===== src/rtl/data_plane_rx.sv =====
// Receive end of the data-plane link: filters packets for this node, stages 4-word messages
// and commits them atomically into a show-ahead FIFO. Optional macro: DATA_PLANE_RX_SRC_TAG_EN.
module data_plane_rx #(
    parameter int DEPTH   = 8,
    parameter int PKT_LEN = 4
) (
    input  logic                     clk,
    input  logic                     rst,
    input  logic [15:0]              node_id,
    input  logic [31:0]              data_rx_packet,
    input  logic                     gpp_rd_en,
    input  logic                     gpp_clr_err,
    output logic [15:0]              RAM_rx_data_out,
    output logic                     rx_empty,
    output logic [$clog2(DEPTH):0]   rx_level,
    output logic [15:0]              rx_src_node,
    output logic                     data_rx_complete_flag,
    output logic                     rx_overflow,
`ifdef DATA_PLANE_RX_SRC_TAG_EN
    output logic [15:0]              rx_src_tag_out,
`endif
    output logic                     rx_abort
);

    localparam int PTR_W = $clog2(DEPTH);
    localparam int LVL_W = PTR_W + 1;
`ifdef DATA_PLANE_RX_SRC_TAG_EN
    localparam int ENTRY_W = 32;
`else
    localparam int ENTRY_W = 16;
`endif

    typedef enum logic {IDLE, RECV} state_t;

    state_t              state, state_nxt;
    logic [1:0]          count;
    logic [15:0]         stage [0:2];
    logic [15:0]         src_stage;
    logic [ENTRY_W-1:0]  mem [0:DEPTH-1];
    logic [ENTRY_W-1:0]  wr_word [0:3];
    logic [PTR_W-1:0]    wr_ptr, rd_ptr;
    logic                pkt_match, has_room, pop;
    logic                header_en, store_en, commit_en, overflow_set, abort_set;

    assign pkt_match = (data_rx_packet[31:16] == node_id) && (data_rx_packet != 32'h0);
    assign has_room  = (int'(rx_level) + PKT_LEN) <= DEPTH;
    assign rx_empty  = (rx_level == '0);
    assign pop       = gpp_rd_en && !rx_empty;

    always_comb begin
        state_nxt    = state;
        header_en    = 1'b0;
        store_en     = 1'b0;
        commit_en    = 1'b0;
        overflow_set = 1'b0;
        abort_set    = 1'b0;
        case (state)
            IDLE: begin
                if (pkt_match) begin
                    header_en = 1'b1;
                    state_nxt = RECV;
                end
            end
            RECV: begin
                if (pkt_match) begin
                    if (count == 2'(PKT_LEN - 1)) begin
                        state_nxt = IDLE;
                        if (has_room) commit_en = 1'b1;
                        else          overflow_set = 1'b1;
                    end else begin
                        store_en = 1'b1;
                    end
                end else begin
                    // Any non-matching packet, idle included, truncates the message
                    abort_set = 1'b1;
                    state_nxt = IDLE;
                end
            end
            default: state_nxt = IDLE;
        endcase
    end

    always_ff @(posedge clk or negedge rst) begin
        if (!rst) begin
            state     <= IDLE;
            count     <= 2'd0;
            src_stage <= 16'h0;
            for (int i = 0; i < 3; i++) stage[i] <= 16'h0;
        end else begin
            state <= state_nxt;
            if (header_en) begin
                src_stage <= data_rx_packet[15:0];
                count     <= 2'd0;
            end else if (store_en) begin
                count <= count + 2'd1;
            end
            for (int i = 0; i < 3; i++)
                if (store_en && count == 2'(i)) stage[i] <= data_rx_packet[15:0];
        end
    end

    always_comb begin
        for (int i = 0; i < 4; i++) wr_word[i] = '0;
`ifdef DATA_PLANE_RX_SRC_TAG_EN
        for (int i = 0; i < 3; i++) wr_word[i] = {src_stage, stage[i]};
        wr_word[3] = {src_stage, data_rx_packet[15:0]};
`else
        for (int i = 0; i < 3; i++) wr_word[i] = stage[i];
        wr_word[3] = data_rx_packet[15:0];
`endif
    end

    // wr_ptr stays 4-aligned because DEPTH is a multiple of 4, so a commit never splits across the wrap
    always_ff @(posedge clk) begin
        if (commit_en)
            for (int i = 0; i < 4; i++) mem[wr_ptr + PTR_W'(i)] <= wr_word[i];
    end

    always_ff @(posedge clk or negedge rst) begin
        if (!rst) begin
            wr_ptr                <= '0;
            rd_ptr                <= '0;
            rx_level              <= '0;
            rx_src_node           <= 16'h0;
            data_rx_complete_flag <= 1'b0;
            rx_overflow           <= 1'b0;
            rx_abort              <= 1'b0;
        end else begin
            if (commit_en) begin
                wr_ptr      <= wr_ptr + PTR_W'(PKT_LEN);
                rx_src_node <= src_stage;
            end
            if (pop) rd_ptr <= rd_ptr + PTR_W'(1);
            rx_level <= rx_level + (commit_en ? LVL_W'(PKT_LEN) : LVL_W'(0))
                                 - (pop ? LVL_W'(1) : LVL_W'(0));
            data_rx_complete_flag <= commit_en;
            if (overflow_set)     rx_overflow <= 1'b1;
            else if (gpp_clr_err) rx_overflow <= 1'b0;
            if (abort_set)        rx_abort <= 1'b1;
            else if (gpp_clr_err) rx_abort <= 1'b0;
        end
    end

    assign RAM_rx_data_out = rx_empty ? 16'h0 : mem[rd_ptr][15:0];
`ifdef DATA_PLANE_RX_SRC_TAG_EN
    assign rx_src_tag_out  = rx_empty ? 16'h0 : mem[rd_ptr][31:16];
`endif

endmodule


===== config.mk =====
export PLATFORM = sky130hd
export DESIGN_NAME = data_plane_rx
export DESIGN_NICKNAME = d
export VERILOG_FILES = /design/src/rtl/data_plane_rx.sv
export SDC_FILE = /design/constraint.sdc
export NUM_CORES = 1
export LEC_CHECK = 0
export BUFFER_PORTS_ARGS = -buffer_cell sky130_fd_sc_hd__buf_2
export CORE_MARGIN = 5
export CORE_UTILIZATION = 58
export DETAILED_ROUTE_END_ITERATION = 10
export PLACE_DENSITY = 0.79
export SYNTH_ARGS = -nofsm -noshare
export SYNTH_HDL_FRONTEND = slang
export SYNTH_SLANG_ARGS = --single-unit

===== constraint.sdc =====
create_clock -name clk -period 5.1 [get_ports clk]
set_input_delay 0.765 -clock clk [delete_from_list [all_inputs] [get_ports clk]]
set_output_delay 0.765 -clock clk [all_outputs]
set_load 0.02 [all_outputs]

==> impl_metrics.toml <==
[sta]
max_slew.worst_pin.slew_ns = 0.862
timing.final.crit_period_ns = 3.44
maxSlewViolCount = 0
final_hold_viol_count = 0
maxSlewHeadroom = 0.426
setup_viol = 0
skew_ns = 0.0137
max_freq_mhz = 291
setup_ws_ns = 1.66
grt_setup_unrepaired = "false"
final.period_utilization = 0.675
setup-tns-final_ns = 0

[critical_path]
reg_to_reg_slack_setup_ns = 2.40
start_kind = "flop"
timing.critical_path.fanout_max = 20
critPathCaptureType = "output port"
cpPeakStageDelay_ns = 0.67
timing.critical_path.to = "RAM_rx_data_out[4]"
worst-setup-path-type = "reg2out"
beginning_of_the_critical_path = "rd_ptr[0]$_DFFE_PN0P_"
rr_worst_depth = 7
worst_r2r_startpoint = "rx_level[1]$_DFF_PN0_"
worst_r2r_endpoint = "mem[7][14]$_DFFE_PP_"
critical_path.slowest_cell = "sky130_fd_sc_hd__dfrtp_2"
critical_path_required_ns = 4.34
path_cells = "buf_4 -> mux4_2 -> mux2i_1 -> nor2_1 -> buf_2"
worstPathArrival_ns = 2.68

[routing]
drt-total-wl_um = 15900
detail_route.vias_per_cell = 5.73
wl_per_cell_um = 20.6
drt_first_iter_violations = 248
route.vias.total = 4425
total_drc_errors_in_the_routed_layout = 0
detailedRoute.firstPassIterationCount = 4
route.antenna.remaining_nets = 0

[placement]
hpwlAfterDp_um = 10200
pre_cts_slack_ns = 1.60
global_placer_s_final_weighted_congestion = 0.769
postPlaceCellArea_um2 = 9460
port_bufs = 91

[yosys]
synth_edf_count = 128
synth_async_sr_flop_share = 0.423
yosys-mux-area-fraction = 0.204
synth_top_family_by_area = "multiplexers"
avgSynthCellArea_um2 = 18.8
synth.area.top_cells = "sky130_fd_sc_hd__edfxtp_1 44%, sky130_fd_sc_hd__dfrtp_1 27%, sky130_fd_sc_hd__mux2_2 10%"
synth.distinct_cells = 34
yosysTopAreaCell = "sky130_fd_sc_hd__edfxtp_1"
synthCells = 467
synth_xor_area_frac = 0.0209
yosysSeqAreaShare = 0.705
synth_area_um2 = 8780
postSynth.topFlopCell = "sky130_fd_sc_hd__edfxtp_1"
synth_seq_cells = 222
synthDominantCellAreaShare = 0.438
syn_nets = 528
synth_adder_area_share = 0.0137
yosysWarningCount = 0
synth_compound_area_frac = 0.00698
synth-simple-area-share = 0.0326

[die]
floorplan.die_area_um2 = 17700
initial_utilization = 0.584
die_width_um = 133
core_area_um2 = 15000
ioPinCount = 92
placementRows = 45
die_height_um = 133

[final_layout]
utilization = 0.671
stdcell_area_um2 = 10100
area_growth_syn_to_layout_pct = 14.8
antenna_cells_inserted = 0
fillCellCount = 943
nets = 631
drive_gt1_frac = 0.432

[clock_network]
cts-buffers-inserted = 21
numClockSinks = 222
cts_tree = "done"
post_cts.resized_instances = 0
clkSlewWorstSetupHoldPaths_ns = 0.06
clk_root_buffer_cell = "sky130_fd_sc_hd__clkbuf_16"
post_cts_hold_fix_bufs = 0
post-cts-setup-buffer-count = 0
cts_buffer_depth = 3
htree_num_levels = 1
clk_latency_ns = 0.49

[hold_path]
hold_path_class = "in2async"

[pwr]
vdd.ir_drop.worst_mv = 0.246
finalPower_uw = 4180
power.density_cell_area_nw_per_um2 = 415
power.static_leakage_uw = 0.00398

[run]
drv.max_cap_violation_count = 0

[global_route]
grt_util_all_layers = 0.189
globalRouteOverflowTotal = 0
grt_pass1_wl_um = 26500
via_count_of_the_first_global_routing_pass = 4996
grt_max_degree = 65
initial_antenna_violation_count = 0

[status]
outcome = "completed"
cell usage after synthesis (2+ instances only):
cell type                  number
sky130_fd_sc_hd__nor2_1        17
sky130_fd_sc_hd__buf_1          2
sky130_fd_sc_hd__mux2i_1       16
sky130_fd_sc_hd__nand4_2        3
sky130_fd_sc_hd__or2_2          2
sky130_fd_sc_hd__nor4_1         8
sky130_fd_sc_hd__ha_1           8
sky130_fd_sc_hd__buf_2          7
sky130_fd_sc_hd__dfrtp_1       94
sky130_fd_sc_hd__mux4_2        32
sky130_fd_sc_hd__edfxtp_1     128
sky130_fd_sc_hd__nor2b_1        2
sky130_fd_sc_hd__inv_1         11
sky130_fd_sc_hd__a21oi_1        2
sky130_fd_sc_hd__mux2_2        81
sky130_fd_sc_hd__xnor2_1       20
sky130_fd_sc_hd__clkbuf_1       7
sky130_fd_sc_hd__buf_6          3
sky130_fd_sc_hd__nand2_1        3
sky130_fd_sc_hd__nand4_1        7
registers in the layout (all words and copies together) (netlist names), 2 cells and up:
| register | count |
|---|---|
| count | 2 |
| rx_src_node | 16 |
| stage | 48 |
| rd_ptr | 3 |
| rx_level | 4 |
| src_stage | 16 |
| mem | 128 |
placed cells by master (no fill, tap or decap), types with 2 or more instances in the layout:
master and count:
sky130_fd_sc_hd__edfxtp_1 128, sky130_fd_sc_hd__dfrtp_1 93, sky130_fd_sc_hd__buf_2 90, sky130_fd_sc_hd__mux2_2 81
sky130_fd_sc_hd__mux4_2 32, sky130_fd_sc_hd__clkbuf_16 21, sky130_fd_sc_hd__xnor2_1 20, sky130_fd_sc_hd__mux2i_1 16
sky130_fd_sc_hd__nor2_1 16, sky130_fd_sc_hd__inv_1 11, sky130_fd_sc_hd__nor4_1 8, sky130_fd_sc_hd__ha_1 8
sky130_fd_sc_hd__buf_4 8, sky130_fd_sc_hd__nand4_1 7, sky130_fd_sc_hd__clkbuf_1 7, sky130_fd_sc_hd__nand2_1 3
sky130_fd_sc_hd__nand4_2 3, sky130_fd_sc_hd__clkinv_1 3, sky130_fd_sc_hd__clkbuf_8 3, sky130_fd_sc_hd__or2_2 2
sky130_fd_sc_hd__nor2b_1 2, sky130_fd_sc_hd__a21oi_1 2, sky130_fd_sc_hd__clkinv_2 2
routing by layer:
layer	share of wire	vias up	track usage
met3	0.055	25	0.0266
met2	0.53	128	0.332
met5	0	-	0
li1	-	2010	-
met1	0.40	2262	0.253
met4	0.015	0	0.0450
metrics by stage:
| stage | std cells | hold WS (ns) |
|---|---|---|
| after floorplan | 467 | 0.437 |
| after global placement | 735 | 0.445 |
| after detailed placement | 735 | 0.452 |
| after CTS | 772 | 0.345 |
| after global routing | 772 | 0.387 |
| final | 772 | 0.329 |
worst max-delay path: cells and delay by family, from the launching register on:
family | cells | cell delay [ns]
buffers and inverters | 2 | 0.62
AND/OR/NAND/NOR | 1 | 0.07
flip-flops | 1 | 0.67
multiplexers | 2 | 0.82
area by class of cell:
cell class / instances / area, um2 / share of cell area
multi-input combinational: 215 / 2460 / 0.244
clock inverter: 6 / 30.0 / 0.00298
inverter: 11 / 41.3 / 0.00409
timing repair buffer: 99 / 531 / 0.0526
sequential: 222 / 6200 / 0.614
clock buffer: 31 / 593 / 0.0588
tap: 188 / 235 / 0.0233
power by group:
part	switching [uW]	internal [uW]	leakage [uW]	total, uW
logic	446	359	0.00144	805
registers	59.6	1920	0.00223	1980
clock network	594	803	0.000306	1400
cells by family (layout without fill, tap and decap cells):
logic type      Yosys count  count (layout)
mux                     129             129
xor+xnor                 21              21
fa+ha+maj                 9               9
simple gates             48              48
buf+inv                  30             147
compound gates            8               8
flops                   222             222
worst min-delay path by stage:
stage	end	slack (ns)	depth (start not counted)	start
global placement	mem[6][14]$_DFFE_PP_	0.44	0	stage[14]$_DFFE_PN0P_
finish	stage[27]$_DFFE_PN0P_	0.33	1	rst
detailed placement	mem[5][14]$_DFFE_PP_	0.45	0	stage[30]$_DFFE_PN0P_
floorplan	mem[0][0]$_DFFE_PP_	0.44	0	stage[32]$_DFFE_PN0P_
CTS	stage[27]$_DFFE_PN0P_	0.35	1	rst
global route	stage[27]$_DFFE_PN0P_	0.39	1	rst
Power figures use the tool's default switching activity.
